### config.mk
export PLATFORM = sky130hd
export DESIGN_NAME = tinycpu_trace
export DESIGN_NICKNAME = d
export VERILOG_FILES = /design/src/rtl/tinycpu_trace.sv
export SDC_FILE = /design/constraint.sdc
export NUM_CORES = 1
export LEC_CHECK = 0
export CAP_MARGIN = 20
export CORE_MARGIN = 3
export CORE_UTILIZATION = 33
export DETAILED_ROUTE_END_ITERATION = 10
export PLACE_DENSITY = 0.49
export SETUP_SLACK_MARGIN = 0.3
export SLEW_MARGIN = 15
export SYNTH_ARGS = -nofsm -noshare
export SYNTH_HDL_FRONTEND = slang
export SYNTH_SLANG_ARGS = --single-unit
### constraint.sdc
create_clock -name clk -period 10.55 [get_ports clk]
set_input_delay 2.11 -clock clk [delete_from_list [all_inputs] [get_ports clk]]
set_output_delay 2.11 -clock clk [all_outputs]
set_load 0.01 [all_outputs]
### src/rtl/tinycpu_trace.sv
// Trace FIFO that snapshots CPU registers at instruction boundaries
// and halts capture once a forever loop is detected.
module tinycpu_trace #(
  parameter int         DEPTH   = 8,
  parameter logic [1:0] LOOP_OP = 2'b11
) (
  input  logic        clk,
  input  logic        reset,
  input  logic        cpu_idle,
  input  logic        cpu_exec,
  input  logic [1:0]  cpu_op,
  input  logic [7:0]  cpu_ra,
  input  logic [7:0]  cpu_rb,
  input  logic [7:0]  cpu_rm,
  input  logic [7:0]  cpu_rp,
  input  logic        trace_ready,
  output logic        trace_valid,
  output logic [31:0] trace_data,
  output logic [4:0]  trace_level,
  output logic        overflow,
  output logic [7:0]  drop_cnt,
  output logic        halt,
  output logic        done
);

  localparam int AW = (DEPTH > 1) ? $clog2(DEPTH) : 1;

  typedef enum logic [1:0] {
    RUN   = 2'd0,
    DRAIN = 2'd1,
    DONE  = 2'd2
  } state_t;

  state_t          state;
  state_t          state_nxt;
  logic [31:0]     mem [DEPTH];
  logic [AW-1:0]   wptr;
  logic [AW-1:0]   rptr;
  logic [4:0]      level;
  logic [4:0]      level_nxt;
  logic [7:0]      rp_m1;
  logic            push_req;
  logic            push_ok;
  logic            pop;
  logic            drop;
  logic            full;
  logic            detect;

  assign rp_m1    = cpu_rp - 8'd1;
  assign detect   = cpu_exec & (cpu_op == LOOP_OP) & (rp_m1 == cpu_rm);
  assign push_req = cpu_idle & ~halt;
  assign full     = (level == 5'(DEPTH));
  assign pop      = trace_valid & trace_ready;
  assign push_ok  = push_req & (~full | pop);
  assign drop     = push_req & full & ~pop;

  assign level_nxt = level + {4'd0, push_ok} - {4'd0, pop};

  assign trace_valid = (level != 5'd0);
  assign trace_level = level;
  // Gating keeps the head at zero while empty, since storage is not reset.
  assign trace_data  = trace_valid ? mem[rptr] : 32'd0;

  always_ff @(posedge clk) begin
    if (reset && push_ok)
      mem[wptr] <= {cpu_ra, cpu_rb, cpu_rm, cpu_rp};
  end

  always_ff @(posedge clk) begin
    if (!reset) begin
      wptr     <= '0;
      rptr     <= '0;
      level    <= 5'd0;
      overflow <= 1'b0;
      drop_cnt <= 8'd0;
    end else begin
      if (push_ok)
        wptr <= wptr + AW'(1);
      if (pop)
        rptr <= rptr + AW'(1);
      level <= level_nxt;
      if (drop) begin
        overflow <= 1'b1;
        if (drop_cnt != 8'hff)
          drop_cnt <= drop_cnt + 8'd1;
      end
    end
  end

  always_ff @(posedge clk) begin
    if (!reset)
      state <= RUN;
    else
      state <= state_nxt;
  end

  always_comb begin
    state_nxt = state;
    unique case (state)
      RUN: begin
        if (detect)
          state_nxt = (level_nxt == 5'd0) ? DONE : DRAIN;
      end
      DRAIN: begin
        if (level_nxt == 5'd0)
          state_nxt = DONE;
      end
      DONE: state_nxt = DONE;
      default: state_nxt = RUN;
    endcase
  end

  always_comb begin
    halt = 1'b0;
    done = 1'b0;
    unique case (state)
      RUN: begin
        halt = 1'b0;
        done = 1'b0;
      end
      DRAIN: begin
        halt = 1'b1;
        done = 1'b0;
      end
      DONE: begin
        halt = 1'b1;
        done = 1'b1;
      end
      default: begin
        halt = 1'b0;
        done = 1'b0;
      end
    endcase
  end

endmodule

==> qor.yml <==
grt_pass1_vias: 6115
ant_nets: 0
ys_seq_elements: 281
finalClockSkew_ps: 8.34
timing.fmax_mhz: 185
multi_input_area_um2: 2950
synth_cell_type_count: 41
hold_viol: 0
ys_top_cells_by_area: "edfxtp_1 68%, mux4_2 13%, dfxtp_1 4.5%, mux2i_1 3.3%, ha_1 1.6%"
seqCellArea_um2: 8190
post_cts_buffers: 0
wirelength_um: 24200
gr-usage-met1_pct: 17.8
syn_area_per_cell_um2: 19.2
yosysTopAreaCell: "edfxtp_1"
start_kind: "register"
fin_area_um2: 13800
grt_max_degree: 51
fin_tns_setup_ps: 0
drt_iter0_drc: 357
cts_tree: "built"
ir_drop_mv: 0.129
hold_class: "reg2reg"
cp_slowest_stage_delay_ps: 550
ff2ff_path_depth: 16
tightest_slew_ps: 983
finalSetupViolations: 0
whs_path_depth: 1
synthDominantCellAreaShare_pct: 68.4
grtUsageMet2_pct: 23.0
routed_via_density: 4.83
fp.dieH_um: 191
clk_path_buf_depth: 3
diodes: 0
numClockSinks: 281
grt_remaining_overflow: 0
die_w_um: 191
crit_chain: "buf_4, buf_12, mux4_2, mux2i_1, nor2_1, clkdlybuf4s50_1"
finalMaxSlewViolations: 0
synth_nets: 640
drtPass1Iterations: 4
coreArea_um2: 33000
cp.required_ps: 8440
arrival_ps: 3300
synth_flop_cell: "edfxtp_1"
p_leak_nw: 4.37
dp_hpwl_um: 14200
post-route-period-util_pct: 51.2
total_power_mw: 3.34
slew_headroom_pct: 34.5
clk_pin_slew_ps: 60
dieArea_um2: 36300
root_buffer: "clkbuf_16"
wl_per_cell_um: 20.8
grtUsageTotal_pct: 13.4
drive_above_1_share_pct: 19.8
ys_seq_area_share_pct: 72.8
synth_common_cells: "256 x edfxtp_1, 64 x mux4_2, 39 x nor2_1"
gr-usage-met3_pct: 2.46
cts_made_buffers: 30
grt_pass1_wl_um: 37000
drc: 0
path_buf_inv: 3
path_class: "reg2out"
port_buffers: 87
maxCapViolations: 0
p_per_area_nw_per_um2: 242
worst_setup_path_end_kind: "primary output"
clkLatencyLatePin_ps: 540
gp_congestion: 0.750
async_flop_share_pct: 0
vias: 5626
grt.busiest_layer: "met2"
grt_antenna_before_repair: 0
fillers: 2973
cpLargestDelayFamily: "buffers and inverters"
start_util_pct: 34.0
cp_num_cells: 6
pre_cts_ws_ps: 5240
crit_slowest_cell: "dfxtp_4"
post_dp_cell_area_um2: 12700
ios: 88
yosys_warnings: 0
crit_fanout: 27
area_growth_pct: 23.0
rows: 66
finalWorstSetupSlack_ps: 5140
status: "finished clean"
hold_buffers: 0
nets: 752
synth_edf_count: 256
syn-cell-area_um2: 11200
synth_most_common_cell: "edfxtp_1"
htreeDepth: 1
synthCells: 586
rsz0062_at_grt: "no"
cts.repair.resized: 0
period_needed_ps: 5410
-- where the power goes --
group          switching [mW]  internal, mW
combinational           0.423         0.459
sequential             0.0564          1.29
clock                   0.412         0.698
total                   0.892          2.45
-- state kept, by name (all words and copies together) (netlist names), named ones only --
signal,cells
drop_cnt,8
mem,256
overflow,1
rptr,3
state,2
trace_level,5
wptr,3
-- layout make-up --
class | count | share of cell area, %
Inverter | 10 | 0.272
Timing Repair Buffer | 107 | 7.48
Multi-Input combinational cell | 268 | 21.3
Clock buffer | 43 | 6.08
Clock inverter | 13 | 1.57
Sequential cell | 281 | 59.3
Tap cell | 442 | 4.00
-- metal layers --
layer  vias to the layer above  share of wire [%]
met5                         -                  0
met3                        33                4.6
met4                         0                1.6
met1                      2936                 45
met2                       100                 49
li1                       2557                  -
-- cells in the final DEF (no fill, tap or decap), drive strengths merged, types with 2 or more instances in the layout --
cell | Yosys | routed
a21boi | 2 | 2
a21oi | 4 | 4
a31oi | 3 | 3
and2 | 16 | 16
buf | 10 | 20
bufinv | 0 | 6
clkbuf | 17 | 43
clkdlybuf4s50 | 0 | 87
clkinv | 0 | 6
dfxtp | 25 | 25
edfxtp | 256 | 256
ha | 14 | 14
inv | 10 | 11
mux2i | 37 | 37
mux4 | 64 | 64
nand2 | 16 | 16
nand2b | 6 | 6
nand3 | 6 | 6
nand4 | 3 | 3
nor2 | 39 | 39
nor2b | 3 | 3
nor3 | 9 | 9
nor4 | 5 | 5
o21ai | 4 | 4
xnor2 | 15 | 15
xor2 | 9 | 9
-- logic make-up after synthesis --
group	after synthesis	share of synthesized area (%)
AOI/OAI and AO/OA	20	1.22
xor gates and xnor gates	24	1.87
adders and majority gates	15	1.74
buffers and inverters	37	1.37
DFF	281	72.8
muxes	101	16.1
and+or+nand+nor	108	4.83
-- metrics by stage --
step	hold slack, ps	instances	utilization (%)
after floorplan	467	586	-
after global placement	468	1107	38.6
after detailed placement	473	1107	38.6
after CTS	485	1163	41.8
after global routing	525	1164	41.8
final	475	1164	41.8
-- final timing paths --
| check | startpoint | endpoint | slack (ps) |
|---|---|---|---|
| max | register | trace_data[30] | 5140 |
| max reg2reg | trace_level[4]$_SDFF_PN0_ | state[1]$_SDFFE_PN0P_ | 6470 |
| min | overflow$_SDFFE_PN0P_ | overflow$_SDFFE_PN0P_ | 480 |
| min reg2reg | overflow$_SDFFE_PN0P_ | overflow$_SDFFE_PN0P_ | 480 |
-- worst reg2reg max path: stages (launching register included) --
cell	delay [ps]
dfxtp_1	340
nor3_1	230
and2_2	840
inv_1	150
nand2_1	190
inv_1	100
nand2_1	130
o21ai_0	120
ha_1	240
fa_1	430
a21oi_1	150
nor2_1	50
nor2_1	110
xnor2_1	180
a41oi_1	140
or3b_2	450
mux2i_1	150
(Power assumes the default switching activity.)
